File: src/rtl/alu_pkg.sv
// Shared types, constants and operand-requirement decode for the ALU execution core.
package alu_pkg;

    localparam int unsigned WIDTH    = 8;
    localparam int unsigned C_W      = 4;
    localparam int unsigned WAIT_CYC = 16;

    typedef enum logic [C_W-1:0] {
        CmdAdd, CmdSub, CmdAddCin, CmdSubCin, CmdIncA, CmdDecA, CmdIncB, CmdDecB,
        CmdCmp, CmdMulInc, CmdMulShl
    } arith_cmd_e;

    typedef enum logic [C_W-1:0] {
        LogAnd, LogNand, LogOr, LogNor, LogXor, LogXnor, LogNotA, LogNotB,
        LogShrA, LogShlA, LogShrB, LogShlB, LogRol, LogRor
    } logic_cmd_e;

    typedef enum logic [1:0] {IDLE, WAIT, EXEC, MUL} state_e;

    // bit0 = OPA needed, bit1 = OPB needed; 2'b00 marks an invalid command
    function automatic logic [1:0] needs_ops(input logic mode, input logic [C_W-1:0] cmd);
        logic [1:0] need;
        need = 2'b00;
        if (mode) begin
            case (cmd)
                CmdIncA, CmdDecA: need = 2'b01;
                CmdIncB, CmdDecB: need = 2'b10;
                CmdAdd, CmdSub, CmdAddCin, CmdSubCin, CmdCmp, CmdMulInc, CmdMulShl: need = 2'b11;
                default: need = 2'b00;
            endcase
        end else begin
            case (cmd)
                LogNotA, LogShrA, LogShlA: need = 2'b01;
                LogNotB, LogShrB, LogShlB: need = 2'b10;
                LogAnd, LogNand, LogOr, LogNor, LogXor, LogXnor, LogRol, LogRor: need = 2'b11;
                default: need = 2'b00;
            endcase
        end
        return need;
    endfunction

    function automatic logic is_mul(input logic mode, input logic [C_W-1:0] cmd);
        return mode && (cmd == CmdMulInc || cmd == CmdMulShl);
    endfunction

endpackage

File: src/rtl/alu_compute.sv
// Combinational ALU datapath: produces RES and every flag from latched operands and command.
module alu_compute #(
    parameter int unsigned WIDTH = alu_pkg::WIDTH
) (
    input  logic                    mode_i,
    input  logic [alu_pkg::C_W-1:0] cmd_i,
    input  logic [WIDTH-1:0]        a_i,
    input  logic [WIDTH-1:0]        b_i,
    input  logic                    cin_i,
    output logic [WIDTH:0]          res_o,
    output logic                    cout_o,
    output logic                    oflow_o,
    output logic                    g_o,
    output logic                    l_o,
    output logic                    e_o,
    output logic                    err_o
);
    import alu_pkg::*;

    localparam int unsigned ShW = $clog2(WIDTH);
    localparam int unsigned PW  = 2 * WIDTH + 2;

    logic [WIDTH:0]     a_ext, b_ext, cin_ext, sum, diff;
    logic [PW-1:0]      prod;
    logic [2*WIDTH-1:0] rol_full, ror_full;
    logic [ShW-1:0]     rot_amt;
    logic               rot_range_err;

    always_comb begin
        a_ext         = {1'b0, a_i};
        b_ext         = {1'b0, b_i};
        cin_ext       = {{WIDTH{1'b0}}, cin_i};
        rot_amt       = b_i[ShW-1:0];
        rot_range_err = |b_i[WIDTH-1:ShW];
        // Rotating a doubled copy keeps the wrapped bits without a variable-width shift
        rol_full      = {a_i, a_i} << rot_amt;
        ror_full      = {a_i, a_i} >> rot_amt;
        sum           = '0;
        diff          = '0;
        prod          = '0;
        res_o         = '0;
        cout_o        = 1'b0;
        oflow_o       = 1'b0;
        g_o           = 1'b0;
        l_o           = 1'b0;
        e_o           = 1'b0;
        err_o         = 1'b0;
        if (mode_i) begin
            case (cmd_i)
                CmdAdd, CmdAddCin, CmdIncA, CmdIncB: begin
                    case (cmd_i)
                        CmdAdd:    sum = a_ext + b_ext;
                        CmdAddCin: sum = a_ext + b_ext + cin_ext;
                        CmdIncA:   sum = a_ext + (WIDTH+1)'(1);
                        default:   sum = b_ext + (WIDTH+1)'(1);
                    endcase
                    res_o  = sum;
                    cout_o = sum[WIDTH];
                end
                CmdSub, CmdSubCin, CmdDecA, CmdDecB: begin
                    case (cmd_i)
                        CmdSub:    diff = a_ext - b_ext;
                        CmdSubCin: diff = a_ext - b_ext - cin_ext;
                        CmdDecA:   diff = a_ext - (WIDTH+1)'(1);
                        default:   diff = b_ext - (WIDTH+1)'(1);
                    endcase
                    res_o   = {1'b0, diff[WIDTH-1:0]};
                    oflow_o = diff[WIDTH];
                end
                CmdCmp: begin
                    g_o = (a_i > b_i);
                    l_o = (a_i < b_i);
                    e_o = (a_i == b_i);
                end
                CmdMulInc, CmdMulShl: begin
                    if (cmd_i == CmdMulInc) prod = PW'(a_ext + 1'b1) * PW'(b_ext + 1'b1);
                    else                    prod = PW'({a_i, 1'b0}) * PW'(b_i);
                    res_o   = prod[WIDTH:0];
                    oflow_o = |prod[PW-1:WIDTH+1];
                end
                default: err_o = 1'b1;
            endcase
        end else begin
            case (cmd_i)
                LogAnd:  res_o = {1'b0, a_i & b_i};
                LogNand: res_o = {1'b0, ~(a_i & b_i)};
                LogOr:   res_o = {1'b0, a_i | b_i};
                LogNor:  res_o = {1'b0, ~(a_i | b_i)};
                LogXor:  res_o = {1'b0, a_i ^ b_i};
                LogXnor: res_o = {1'b0, ~(a_i ^ b_i)};
                LogNotA: res_o = {1'b0, ~a_i};
                LogNotB: res_o = {1'b0, ~b_i};
                LogShrA: res_o = {1'b0, a_i >> 1};
                LogShlA: res_o = {1'b0, a_i << 1};
                LogShrB: res_o = {1'b0, b_i >> 1};
                LogShlB: res_o = {1'b0, b_i << 1};
                LogRol: begin
                    res_o = {1'b0, rol_full[2*WIDTH-1:WIDTH]};
                    err_o = rot_range_err;
                end
                LogRor: begin
                    res_o = {1'b0, ror_full[WIDTH-1:0]};
                    err_o = rot_range_err;
                end
                default: err_o = 1'b1;
            endcase
        end
    end

endmodule

File: src/rtl/alu_exec_core.sv
// ALU responder: collects split operands, sequences EXEC/MUL, and registers every result output.
module alu_exec_core #(
    parameter int unsigned WIDTH    = alu_pkg::WIDTH,
    parameter int unsigned C_W      = alu_pkg::C_W,
    parameter int unsigned WAIT_CYC = alu_pkg::WAIT_CYC
) (
    input  logic             CLK,
    input  logic             RST,
    input  logic             CE,
    input  logic             MODE,
    input  logic [C_W-1:0]   CMD,
    input  logic [1:0]       INP_VALID,
    input  logic [WIDTH-1:0] OPA,
    input  logic [WIDTH-1:0] OPB,
    input  logic             CIN,
    output logic [WIDTH:0]   RES,
    output logic             COUT,
    output logic             OFLOW,
    output logic             G,
    output logic             L,
    output logic             E,
    output logic             ERR
);
    import alu_pkg::*;

    localparam int unsigned CntW = $clog2(WAIT_CYC + 1);

    state_e           state_q, state_d;
    logic [CntW-1:0]  cnt_q, cnt_d;
    logic [WIDTH-1:0] a_q, a_d, b_q, b_d;
    logic [C_W-1:0]   cmd_q, cmd_d;
    logic             mode_q, mode_d, cin_q, cin_d;
    logic [1:0]       have_q, have_d;
    logic [WIDTH:0]   res_q, res_d;
    logic             cout_q, cout_d, oflow_q, oflow_d, g_q, g_d, l_q, l_d, e_q, e_d;
    logic             err_q, err_d;

    logic [1:0]       need_in, got_in, missing;
    logic [WIDTH:0]   c_res;
    logic             c_cout, c_oflow, c_g, c_l, c_e, c_err;

    alu_compute #(
        .WIDTH (WIDTH)
    ) u_compute (
        .mode_i  (mode_q),
        .cmd_i   (cmd_q),
        .a_i     (a_q),
        .b_i     (b_q),
        .cin_i   (cin_q),
        .res_o   (c_res),
        .cout_o  (c_cout),
        .oflow_o (c_oflow),
        .g_o     (c_g),
        .l_o     (c_l),
        .e_o     (c_e),
        .err_o   (c_err)
    );

    always_comb begin
        state_d = state_q;
        cnt_d   = cnt_q;
        a_d     = a_q;
        b_d     = b_q;
        cmd_d   = cmd_q;
        mode_d  = mode_q;
        cin_d   = cin_q;
        have_d  = have_q;
        res_d   = res_q;
        cout_d  = cout_q;
        oflow_d = oflow_q;
        g_d     = g_q;
        l_d     = l_q;
        e_d     = e_q;
        err_d   = err_q;
        need_in = needs_ops(MODE, CMD);
        got_in  = INP_VALID & need_in;
        missing = needs_ops(mode_q, cmd_q) & ~have_q;
        case (state_q)
            IDLE: begin
                if (INP_VALID != 2'b00) begin
                    if (need_in == 2'b00) begin
                        {res_d, cout_d, oflow_d, g_d, l_d, e_d} = '0;
                        err_d = 1'b1;
                    end else if (got_in != 2'b00) begin
                        if (got_in[0]) a_d = OPA;
                        if (got_in[1]) b_d = OPB;
                        cmd_d  = CMD;
                        mode_d = MODE;
                        cin_d  = CIN;
                        have_d = got_in;
                        if (got_in == need_in) begin
                            state_d = is_mul(MODE, CMD) ? MUL : EXEC;
                        end else begin
                            state_d = WAIT;
                            cnt_d   = CntW'(1);
                        end
                    end
                end
            end
            WAIT: begin
                // Only the missing operand is taken; command fields stay as first latched
                if ((INP_VALID & missing) != 2'b00) begin
                    if (missing[0]) a_d = OPA;
                    if (missing[1]) b_d = OPB;
                    have_d  = have_q | missing;
                    cnt_d   = '0;
                    state_d = is_mul(mode_q, cmd_q) ? MUL : EXEC;
                end else if (cnt_q == CntW'(WAIT_CYC)) begin
                    {res_d, cout_d, oflow_d, g_d, l_d, e_d} = '0;
                    err_d   = 1'b1;
                    cnt_d   = '0;
                    state_d = IDLE;
                end else begin
                    cnt_d = cnt_q + 1'b1;
                end
            end
            MUL: state_d = EXEC;
            EXEC: begin
                res_d   = c_res;
                cout_d  = c_cout;
                oflow_d = c_oflow;
                g_d     = c_g;
                l_d     = c_l;
                e_d     = c_e;
                err_d   = c_err;
                state_d = IDLE;
            end
            default: state_d = IDLE;
        endcase
    end

    always_ff @(posedge CLK) begin
        if (RST) begin
            state_q <= IDLE;
            cnt_q   <= '0;
            a_q     <= '0;
            b_q     <= '0;
            cmd_q   <= '0;
            mode_q  <= 1'b0;
            cin_q   <= 1'b0;
            have_q  <= 2'b00;
            res_q   <= '0;
            cout_q  <= 1'b0;
            oflow_q <= 1'b0;
            g_q     <= 1'b0;
            l_q     <= 1'b0;
            e_q     <= 1'b0;
            err_q   <= 1'b0;
        end else if (CE) begin
            state_q <= state_d;
            cnt_q   <= cnt_d;
            a_q     <= a_d;
            b_q     <= b_d;
            cmd_q   <= cmd_d;
            mode_q  <= mode_d;
            cin_q   <= cin_d;
            have_q  <= have_d;
            res_q   <= res_d;
            cout_q  <= cout_d;
            oflow_q <= oflow_d;
            g_q     <= g_d;
            l_q     <= l_d;
            e_q     <= e_d;
            err_q   <= err_d;
        end
    end

    assign RES   = res_q;
    assign COUT  = cout_q;
    assign OFLOW = oflow_q;
    assign G     = g_q;
    assign L     = l_q;
    assign E     = e_q;
    assign ERR   = err_q;

endmodule

File: config.mk
export PLATFORM = sky130hd
export DESIGN_NAME = alu_exec_core
export DESIGN_NICKNAME = d
export VERILOG_FILES = /design/src/rtl/alu_pkg.sv /design/src/rtl/alu_compute.sv /design/src/rtl/alu_exec_core.sv
export SDC_FILE = /design/constraint.sdc
export NUM_CORES = 1
export LEC_CHECK = 0
export CORE_MARGIN = 5
export CORE_UTILIZATION = 60
export DETAILED_ROUTE_END_ITERATION = 12
export PLACE_DENSITY = 0.82
export REMOVE_ABC_BUFFERS = 1
export SLEW_MARGIN = 15
export SYNTH_ARGS = -nofsm -noshare
export SYNTH_HDL_FRONTEND = slang
export SYNTH_SLANG_ARGS = --single-unit
File: constraint.sdc
create_clock -name CLK -period 9.8 [get_ports CLK]
set_input_delay 2.94 -clock CLK [delete_from_list [all_inputs] [get_ports CLK]]
set_output_delay 2.94 -clock CLK [all_outputs]
set_load 0.01 [all_outputs]
# Word level (Yosys, flattened, before mapping)

Memories as Yosys holds them, arrays and structs flattened. A register that Yosys moved wholly into a read port is not among the register bits.
Index checks and enable logic that the tools add are counted.

Multiplexer cells: 81
Reduce and logical (&&, ||, !) cells: 27
$lt $le $gt $ge: 2
Bitwise gates (word level): 14
$add $sub $neg: 11
Equal/unequal tests: 34
Multiply operators: 2
Shift operators: 2

Operators by type and width:

| operator              | count |
|---|---|
| $pmux W8 S14          | 1 |
| $pmux W9 S3           | 4 |
| $mux W8               | 12 |
| $mux W18              | 3 |
| $mux W9               | 5 |
| $not A8 Y8            | 5 |
| $add A8 B1 Y9 const B | 4 |
| $eq A4 B4 Y1 const B  | 8 |
| $pmux W8 S2           | 2 |
| $mux W5               | 6 |
| $mux W2               | 12 |
| $ne A2 B2 Y1 const B  | 12 |
| $mux W1               | 21 |
| $mul A18 B18 Y18      | 1 |
| $pmux W1 S3           | 6 |
| $reduce_and A6 Y1     | 3 |
| $sub A8 B1 Y9 const B | 2 |
| $eq A4 B3 Y1 const B  | 4 |
| $mul A8 B8 Y16        | 1 |
| $mux W4               | 4 |
| $reduce_and A8 Y1     | 2 |
| $shl A16 B3 Y16       | 1 |
| $shr A16 B3 Y8        | 1 |
| $reduce_or A12 Y1     | 1 |
| other kinds (38)      | 52 |

Bits in read-only memories: 128
Input bits: 27
Register bits: 46
Logic and storage cells: 192
Output and inout bits: 15
Memories kept: 4

Memories:

| memory          | depth | bits a word | rd ports | clocked after Yosys merged registers in | write ports | line          | text |
|---|---|---|---|---|---|---|---|
| (no name shown) | 16    | 2           | 1        | 0                                       | 0           | alu_pkg.sv:25 | `case (cmd)` |
| (no name shown) | 16    | 2           | 1        | 0                                       | 0           | alu_pkg.sv:32 | `case (cmd)` |
| (no name shown) | 16    | 2           | 1        | 1                                       | 0           | alu_pkg.sv:25 |  |
| (no name shown) | 16    | 2           | 1        | 1                                       | 0           | alu_pkg.sv:32 |  |

# Longest topological paths before layout

Gate-level depths: netlist of run 1.

Depth after elaboration: 9
Gate-level depth with buffers: 25
Gate-level depth less buffers: 23

# Hierarchy

A second synthesis of run 1 with hierarchy kept.

Cell total of the unflattened synthesis: 1416
Area total of the unflattened synthesis: 10817.9 um^2

Modules (own cells, without submodules):

| module        | area an instance (um^2) | sequential area each (um^2) | instances | cells each |
|---|---|---|---|---|
| alu_compute   | 8202.9                  | 0.0                         | 1         | 1121 |
| alu_exec_core | 2615.0                  | 1001.0                      | 1         | 295 |

# Worst setup path after synthesis of run 1

Ideal clock, no wire load.

Path kind: flip-flop to flip-flop
Start: reg a_q[2]
End: reg oflow_q, in the netlist OFLOW
Setup slack: 4.151 ns
Arrival: 5.520 ns
Path buffers: 0
Cell stages (with the launch flop): 21
Clock period less this slack: 5.649 ns
Cell sequence: dfxtp_1 > clkinv_1 > nor4_1 > nand2_1 > xnor2_1 > nand2_1 > fa_1 > inv_1 > fa_1 > fa_1 > inv_1 > fa_1 > inv_1 > ha_1 > o211ai_1 > a211oi_1 > a311oi_1 > or3_1 > xnor2_1 > o31ai_1 > a31oi_1

Cells in the longest elaborated chain, start to end: 9
Elaborated cells between the ends (all ways): 14
Classes of those cells: add/sub (4); mul (2); mux (7); reduce/logical (1)

Ends and longest elaborated chain:

| what                     | line                 | text |
|---|---|---|
| start: declaration       | alu_exec_core.sv:30  | `logic [WIDTH-1:0] a_q, a_d, b_q, b_d;` |
| start signal: assignment | alu_exec_core.sv:136 | `a_q <= '0;` |
| start signal: assignment | alu_exec_core.sv:152 | `a_q <= a_d;` |
| $add A8 B1 Y9            | alu_compute.sv:76    | `if (cmd_i == CmdMulInc) prod = PW'(a_ext + 1'b1) * PW'(b_ext + 1'b1);` |
| $mul A18 B18 Y18         | alu_compute.sv:76    |  |
| $mux W18                 | alu_compute.sv:76    |  |
| $mux W18                 | alu_compute.sv:49    | `case (cmd_i)` |
| $mux W18                 | alu_compute.sv:48    | `if (mode_i) begin` |
| $reduce_or A9 Y1         | alu_compute.sv:79    | `oflow_o = \|prod[PW-1:WIDTH+1];` |
| $pmux W1 S2 (*)          | alu_compute.sv:49    |  |
| $mux W1 (*)              | alu_compute.sv:48    |  |
| $pmux W1 S3 (*)          | alu_exec_core.sv:78  | `case (state_q)` |
| end signal: assignment   | alu_exec_core.sv:160 | `oflow_q <= oflow_d;` |
| end: declaration         | alu_exec_core.sv:35  | `logic cout_q, cout_d, oflow_q, oflow_d, g_q, g_d, l_q, l_d, e_q, e_d;` |

Mark *: on every way between the ends. The rest lies on a longest branch, timed or not. The select of a mux whose other input is x is not followed.
A chain may end at the register's enable or synchronous reset.

# Worst setup path after layout of run 1

Ends and elaborated chain as after synthesis.

==> flow_summary.yaml, run 1 <==
floorplanning:
  core_um2: 17300
  dieArea_um2: 20300
  dieWidth_um: 143
  dieHeight_um: 143
  start_util_pct: 61.0
  io_pins: 42
  rows: 48
synthesis:
  synth-async-reset-ratio_pct: 0
  syn_area_per_cell_um2: 7.70
  seq_area_frac_synth_pct: 9.49
  synth_edf_count: 0
  syn_area_um2: 10600
  synth_cell_type_count: 79
  yosysWarnings: 0
  ys_seq_elements: 50
  syn_inst: 1371
  synth_flop_cell: "dfxtp_1"
worst_setup_path:
  end_kind: "flip-flop"
  arrival_ns: 7.12
  crit_top_cell: "fa_1"
  max_stage_delay_ns: 0.74
  crit_chain: "clkinv_1 -> nor4_1 -> nand2_1 -> xnor2_1 -> nand2_1 -> fa_1 -> inv_1 -> fa_1 -> fa_1 -> inv_1 -> fa_1 -> inv_1 -> ha_1 -> o211ai_1 -> a211oi_1 -> a311oi_1 -> or3_1 -> xnor2_1 -> o31ai_1 -> a31oi_1"
  critPathKind: "flip-flop to flip-flop"
  r2r_end: "OFLOW"
  required_ns: 9.94
  rr_worst_depth: 20
  startpoint_type: "flip-flop"
  critPathMaxFanout: 15
  reg2reg_slack_ns: 2.82
  r2r_start: "a_q[2]"
  cpMaxStageDelayCell: "dfxtp_1"
sta:
  finalHoldViolations: 0
  drv_slew: 0
  whs_ns: 0.465
  fmax_mhz: 143
  timing.final.crit_share_pct: 71.2
  finalCriticalPeriod_ns: 6.98
  tns_ns: 0
  finalSetupViolations: 0
  max_slew_margin_pct: 24.6
  finalClockSkew_ns: 0.00973
  max_slew.worst_pin.slew_ns: 1.12
  rsz0062_at_grt: "false"
  setup_slack_ns: 2.82
clocking:
  cts_inserted_buffers: 5
  clk_path_buf_depth: 2
  h-tree-depth: 2
  cts_sinks: 50
  postCtsSetupRepairBufs: 0
  cts_resized: 0
  root_buffer: "clkbuf_16"
  clkTransAtPathRegs_ns: 0.07
  clk_latency_ns: 0.30
  cts_tree: "yes"
  cts_hold_buf: 0
hold_path:
  whs_path_depth: 2
  hold_end: "RES[3]"
  holdCritStartpoint: "RES[3]"
  hp-class: "flip-flop to flip-flop"
pwr:
  pwr_density_cell_nw_per_um2: 70.4
  total_power_uw: 792
  p_seq_share_pct: 29.8
  p_int_uw: 449
  p_sw_uw: 343
  swShare_pct: 43.3
  leakage_nw: 4.89
  power_frac_clock_pct: 22.8
  vdd_ir_drop_max_uv: 81.5
  pwr-share-comb_pct: 47.3
cells_and_area:
  layout-drive-gt1-share_pct: 5.12
  fin_cells: 1593
  nets: 1596
  final_cell_mix: "nor2_1, inv_1, nand2_1"
  final_common_cell: "nor2_1"
  insertedDiodeCount: 0
  utilization_pct: 65.1
  area_growth_pct: 6.76
  fillers: 1528
  postLayoutCellArea_um2: 11300
global_routing:
  antenna_found_initial: 1
  grt_pass1_vias: 9721
  grt_start_max_net_pins: 46
  grt_overflow: 0
  grtUsageTotal_pct: 33.4
  grt_pass1_wl_mm: 53.6
outcome:
  status: "complete, no violations"
placement:
  place_ws_ns: 2.95
  port_buffers: 41
  gp_congestion: 1.04
  dp_cells: 1585
  placed_cell_area_um2: 11100
  place_hpwl_mm: 26.2
routing:
  wl_per_cell_um: 21.5
  avgViaCountPerCell: 6.47
  drc: 0
  wirelength_mm: 34.3
  postRouteAntennaNets: 0
  firstDrtPassIters: 6
  vias: 10301
  drt_iter0_drc: 1127
flow_run:
  cap_violations: 0
-- cells by family (layout without fill, tap and decap cells) --
| kind of cell | after synthesis | after routing | share of synthesized area [%] |
|---|---|---|---|
| simple gates | 463 | 463 | 20.0 |
| compound gates | 297 | 297 | 19.8 |
| buf+inv | 236 | 233 | 8.48 |
| fa+ha+maj | 202 | 202 | 30.2 |
| xor+xnor | 62 | 62 | 5.15 |
| mux | 61 | 61 | 6.84 |
| flops | 50 | 50 | 9.49 |
-- critical path, delay by kind of cell (launching register included) --
kind	cells	cell delay (ns)
AOI/OAI and AO/OA	5	1.13
DFF	1	0.74
buffers and inverters	4	0.59
adders and majority gates	5	2.36
xor gates and xnor gates	2	0.65
and+or+nand+nor	4	1.33
-- flip-flops by register name, indices dropped and copies added (netlist names), named ones only --
signal,count
have_q,2
L,1
E,1
cmd_q,4
cin_q,1
mode_q,1
a_q,8
OFLOW,1
G,1
cnt_q,5
state_q,2
ERR,1
RES,9
b_q,8
COUT,1
-- routing by layer --
metal / part of all wire [%] / track usage (%) / vias up
li1: - / - / 4727
met1: 40 / 43.7 / 4868
met2: 45 / 53.5 / 577
met3: 10 / 7.46 / 127
met4: 4.7 / 13.7 / 2
met5: 0.041 / 0 / -
-- power by group through the flow --
| stage | Sequential (mW) | Combinational, mW | Clock (mW) |
|---|---|---|---|
| 2_1_floorplan | 0.244 | 0.239 | 0 |
| 3_3_place_gp | 0.239 | 0.359 | 0 |
| 3_5_place_dp | 0.240 | 0.362 | 0 |
| 4_1_cts | 0.235 | 0.365 | 0.184 |
| 5_1_grt | 0.237 | 0.402 | 0.194 |
| 6_report | 0.236 | 0.375 | 0.181 |
-- synthesized netlist by cell type (7+ instances only) --
master    count  share of area [%]
a211o_1      12                1.0
a211oi_1     27                1.9
a21o_1       13               0.93
a21oi_1      50                2.4
a221oi_1     14                1.2
a22oi_1      17                1.2
a311oi_1      7               0.58
a31oi_1       8               0.47
and2_1       18                1.1
buf_1        13               0.46
clkbuf_1     54                1.9
clkinv_1      7               0.25
dfxtp_1      50                9.5
fa_1         88                 17
ha_1        114                 14
inv_1       154                5.5
mux2_2        9               0.96
mux2i_1      44                4.2
mux4_2        8                1.7
nand2_1     148                5.3
nand2b_1     11               0.65
nand3_1      17               0.81
nand4_1      11               0.65
nor2_1      167                5.9
nor2b_1      17                1.0
nor3_1       25                1.2
nor4_1       11               0.65
o211ai_1     13               0.93
o21a_1        9               0.64
o21ai_0      63                3.0
or3_1         7               0.42
xnor2_1      42                3.5
xor2_1       20                1.7
-- cell type report --
| cell class | count | area, µm² | share of cell area (%) |
|---|---|---|---|
| inverters | 167 | 627 | 5.57 |
| repair buffers | 58 | 538 | 4.78 |
| multi-input cells | 1085 | 8660 | 76.9 |
| clock buffers | 5 | 125 | 1.11 |
| well taps | 225 | 282 | 2.50 |
| clock inverters | 3 | 26.3 | 0.233 |
| flip-flops and latches | 50 | 1000 | 8.89 |
-- worst max path at each step --
stage	end	from	slack, ns
after global routing	OFLOW	a_q[3]	2.28
after CTS	OFLOW	a_q[3]	2.91
final	OFLOW	a_q[2]	2.82
after floorplan	OFLOW	a_q[2]	3.92
after global placement	OFLOW	a_q[3]	3.21
after detailed placement	OFLOW	a_q[3]	2.95
(Power assumes the default switching activity.)
==> inputs of run 2 (changes only) <==
==> constraint.sdc (replaced) <==
create_clock -name CLK -period 6.6 [get_ports CLK]
set_input_delay 1.98 -clock CLK [delete_from_list [all_inputs] [get_ports CLK]]
set_output_delay 1.98 -clock CLK [all_outputs]
set_load 0.01 [all_outputs]
==> flow_summary.yaml, run 2 (synthesis results as in run 1) <==
sta:
  finalCriticalPeriod_ns: 6.13
  tns_ns: 0
  max_slew.worst_pin.slew_ns: 1.23
  fmax_mhz: 163
  max_slew_margin_pct: 17.3
  finalClockSkew_ns: 0.0127
  drv_slew: 0
  finalHoldViolations: 0
  finalSetupViolations: 0
  timing.final.crit_share_pct: 92.9
  setup_slack_ns: 0.470
  rsz0062_at_grt: "false"
global_routing:
  antenna_found_initial: 0
  grt_start_max_net_pins: 46
  grt_overflow: 0
  grt_pass1_wl_mm: 55.2
  grtUsageTotal_pct: 34.4
  grt_pass1_vias: 10233
worst_setup_path:
  path_buf_inv: 4
  critical-path-top-delay-family: "adder cells"
  cpMaxStageDelayCell: "fa_1"
  required_ns: 6.75
  crit_chain: "clkinv_1 -> nor4_2 -> nand2_1 -> nor2_1 -> xnor2_1 -> nand2_1 -> fa_1 -> inv_1 -> fa_1 -> inv_1 -> fa_1 -> fa_1 -> inv_1 -> ha_1 -> o211ai_1 -> a211oi_2 -> a21oi_1 -> mux2i_1 -> a2111o_1 -> o31ai_1 -> a31oi_1"
  end_kind: "flip-flop"
  startpoint_type: "flip-flop"
  max_stage_delay_ns: 0.55
  arrival_ns: 6.28
  critPathKind: "flip-flop to flip-flop"
  crit_top_cell: "fa_1"
  critPathMaxFanout: 10
clocking:
  cts_tree: "yes"
  clk_latency_ns: 0.32
  cts_hold_buf: 0
  clk_path_buf_depth: 2
  h-tree-depth: 2
  cts_sinks: 50
  root_buffer: "clkbuf_16"
  cts_inserted_buffers: 5
  clkTransAtPathRegs_ns: 0.08
floorplanning:
  core_um2: 17300
  dieArea_um2: 20300
  io_pins: 42
  rows: 48
  dieHeight_um: 143
  start_util_pct: 61.0
  dieWidth_um: 143
cells_and_area:
  final_cell_mix: "nor2_1, inv_1, nand2_1"
  multiInputGateArea_um2: 8680
  insertedDiodeCount: 0
  largest_register_ffs: 9
  layout-drive-gt1-share_pct: 6.63
  fillers: 1478
  nets: 1616
  final_common_cell: "nor2_1"
  utilization_pct: 66.2
  area_growth_pct: 8.56
  seq_area_um2: 1000
pwr:
  leakage_nw: 5.01
  p_sw_uw: 528
  pwr-share-comb_pct: 46.7
  power_frac_clock_pct: 26.1
  swShare_pct: 42.2
  p_int_uw: 723
  pwr_density_cell_nw_per_um2: 109
  p_seq_share_pct: 27.2
  vdd_ir_drop_max_uv: 179
flow_run:
  cap_violations: 0
placement:
  place_ws_ns: 0.342
  port_buffers: 41
  gp_congestion: 1.02
  place_hpwl_mm: 27.1
outcome:
  status: "complete, no violations"
routing:
  drt_iter0_drc: 1298
  wl_per_cell_um: 22.0
  vias: 10526
  avgViaCountPerCell: 6.53
  drc: 0
  firstDrtPassIters: 8
  wirelength_mm: 35.4
  postRouteAntennaNets: 0
hold_path:
  hp-class: "flip-flop to flip-flop"
==> run 2: path summary, 6_finish.rpt <==
kind / from / end / slack, ns / depth (start not counted)
setup reg to reg: a_q[2] / OFLOW / 0.47 / 21
setup / recovery: a_q[2] / OFLOW / 0.47 / 21
hold reg to reg: RES[5] / RES[5] / 0.46 / 2
hold / removal: RES[5] / RES[5] / 0.46 / 2
==> run 2: layout make-up <==
class,instances,share of cell area [%]
timing repair buffer,78,6.01
multi-input combinational,1085,75.8
inverter,167,5.47
clock buffer,6,1.21
sequential,50,8.74
clock inverter,2,0.339
tap,225,2.46
==> run 2: metal layers <==
| layer | up-vias | track usage, % | share of wire (%) |
|---|---|---|---|
| li1 | 4757 | - | - |
| met1 | 4906 | 45.4 | 39 |
| met2 | 688 | 53.9 | 44 |
| met3 | 175 | 6.69 | 10 |
| met4 | 0 | 17.4 | 6.3 |
| met5 | - | 0 | 0 |
==> run 2: worst min-delay path: cells and delay by family, from the launching register on <==
family           cells  cell delay [ns]
flip-flops           1             0.31
AND/OR/NAND/NOR      1             0.05
AO/OA/AOI/OAI        1             0.05
==> run 2: timing repair <==
item,CTS,global route
gates resized for setup,0,3
endpoints found under the setup margin,0,1
buffers inserted,0,0
==> run 2: through the flow <==
| stage | instances | area (µm²) | power, mW | hold WS, ns |
|---|---|---|---|---|
| final | 1613 | 11500 | 1.25 | 0.458 |
| after detailed placement | 1605 | 11300 | 0.905 | 0.450 |
| after floorplan | 1302 | 10300 | 0.716 | 0.470 |
| after global placement | 1605 | 11300 | 0.899 | 0.445 |
| after CTS | 1613 | 11400 | 1.23 | 0.460 |
| after global routing | 1613 | 11500 | 1.30 | 0.499 |
==> run 2: power groups by stage <==
stage	clock network, mW	registers [mW]	logic, mW
floorplan	0	0.362	0.354
global placement	0	0.345	0.554
detailed placement	0	0.346	0.560
CTS	0.329	0.338	0.564
global route	0.337	0.342	0.621
finish	0.327	0.340	0.585
==> inputs of run 3 (changes only) <==
--- a/config.mk
+++ b/config.mk
@@ -8,7 +8,7 @@
 export CORE_MARGIN = 5
 export CORE_UTILIZATION = 60
 export DETAILED_ROUTE_END_ITERATION = 12
-export PLACE_DENSITY = 0.82
+export PLACE_DENSITY = 0.79
 export REMOVE_ABC_BUFFERS = 1
 export SLEW_MARGIN = 15
 export SYNTH_ARGS = -nofsm -noshare
==> flow_summary.yaml, run 3 (synthesis results as in run 1) <==
cells_and_area:
  fillers: 1481
  insertedDiodeCount: 0
  final_common_cell: "nor2_1"
  largest_register_ffs: 9
  utilization_pct: 65.9
  postLayoutCellArea_um2: 11400
  nets: 1612
  layout-drive-gt1-share_pct: 6.36
  area_growth_pct: 8.05
  fin_cells: 1609
  final_cell_mix: "nor2_1, inv_1, nand2_1"
worst_setup_path:
  max_stage_delay_ns: 0.56
  critPathKind: "flip-flop to flip-flop"
  critPathMaxFanout: 10
  path_buf_inv: 4
  crit_chain: "clkinv_1 -> nor4_2 -> nand2_1 -> nor2_1 -> xnor2_1 -> nand2_1 -> fa_1 -> inv_1 -> fa_1 -> inv_1 -> fa_1 -> fa_1 -> inv_1 -> ha_1 -> a211o_1 -> o211ai_1 -> a211oi_2 -> a21oi_1 -> mux2i_1 -> a2111o_1 -> o31ai_1 -> a31oi_1"
  required_ns: 6.75
  end_kind: "flip-flop"
  cpMaxStageDelayCell: "fa_1"
  arrival_ns: 6.29
  critical-path-top-delay-family: "adder cells"
  startpoint_type: "flip-flop"
  crit_top_cell: "fa_1"
placement:
  place_hpwl_mm: 26.1
  place_ws_ns: 0.294
  placed_cell_area_um2: 11200
  gp_congestion: 1.09
  dp_cells: 1601
  port_buffers: 41
sta:
  whs_ns: 0.464
  max_slew.worst_pin.slew_ns: 1.02
  tns_ns: 0
  finalClockSkew_ns: 0.00740
  finalHoldViolations: 0
  fmax_mhz: 163
  drv_slew: 0
  max_slew_margin_pct: 31.4
  finalSetupViolations: 0
  timing.final.crit_share_pct: 93.0
  finalCriticalPeriod_ns: 6.14
  setup_slack_ns: 0.460
  rsz0062_at_grt: "false"
outcome:
  status: "complete, no violations"
clocking:
  cts_hold_buf: 0
  root_buffer: "clkbuf_16"
  cts_inserted_buffers: 5
  cts_tree: "yes"
  cts_sinks: 50
  clkTransAtPathRegs_ns: 0.08
  clk_path_buf_depth: 2
  h-tree-depth: 2
  clk_latency_ns: 0.30
routing:
  wirelength_mm: 34.2
  met2WireLength_mm: 14.8
  firstDrtPassIters: 6
  drt_iter0_drc: 1183
  vias: 10487
  highest_layer: "met4"
  avgViaCountPerCell: 6.52
  wl_met3_mm: 3.76
  wl_per_cell_um: 21.3
  postRouteAntennaNets: 0
  wl_met1_mm: 13.3
  drc: 0
pwr:
  total_power_mw: 1.20
  leakage_nw: 4.98
  pwr_density_cell_nw_per_um2: 105
  vdd_ir_drop_max_uv: 127
  pwr-share-comb_pct: 49.3
  swShare_pct: 43.7
  p_seq_share_pct: 27.9
  p_int_uw: 676
  power_frac_clock_pct: 22.8
  p_sw_uw: 526
flow_run:
  cap_violations: 0
global_routing:
  grt_pass1_vias: 10295
  grt_start_max_net_pins: 46
  grt_pass1_wl_mm: 54.9
  antenna_found_initial: 1
  grt_overflow: 0
  grtUsageTotal_pct: 33.7
floorplanning:
  io_pins: 42
  start_util_pct: 61.0
  dieArea_um2: 20300
  dieWidth_um: 143
  dieHeight_um: 143
  core_um2: 17300
  rows: 48
hold_path:
  hp-class: "flip-flop to flip-flop"
==> run 3: power by group through the flow <==
| stage | Sequential (mW) | Clock [mW] | Combinational (mW) |
|---|---|---|---|
| floorplan | 0.362 | 0 | 0.354 |
| global placement | 0.341 | 0 | 0.559 |
| detailed placement | 0.342 | 0 | 0.567 |
| CTS | 0.335 | 0.274 | 0.571 |
| global route | 0.338 | 0.288 | 0.632 |
| finish | 0.335 | 0.274 | 0.593 |
==> run 3: layout make-up <==
type | instances | area (µm²) | share of cell area [%]
clock buffer | 5 | 125 | 1.10
clock inverter | 3 | 28.8 | 0.252
inverter | 167 | 627 | 5.50
multi-input combinational | 1085 | 8680 | 76.1
sequential | 50 | 1000 | 8.78
tap | 225 | 282 | 2.47
timing repair buffer | 74 | 658 | 5.77
==> run 3: path summary, 6_finish.rpt <==
path | from | endpoint | slack [ns] | cells after the start
worst max-delay path | a_q[2] | OFLOW | 0.46 | 22
worst min-delay path | RES[1] | RES[1] | 0.46 | 2
worst max register to register | a_q[2] | OFLOW | 0.46 | 22
worst min register to register | RES[1] | RES[1] | 0.46 | 2
==> run 3: layer usage <==
layer	vias up	GRT usage, %
met5	-	0
met4	0	17.1
met3	202	7.90
met2	659	52.2
met1	4876	44.1
li1	4750	-
==> run 3: worst min-delay path: stages, from the launching register on <==
cell,delay (ns)
dfxtp_1,0.31
nand2_1,0.05
a21oi_1,0.05
==> run 3: timing repair <==
item | 4_1_cts | 5_1_grt
resized for setup | 0 | 4
setup buffers | 0 | 0
setup endpoints to repair | 0 | 1
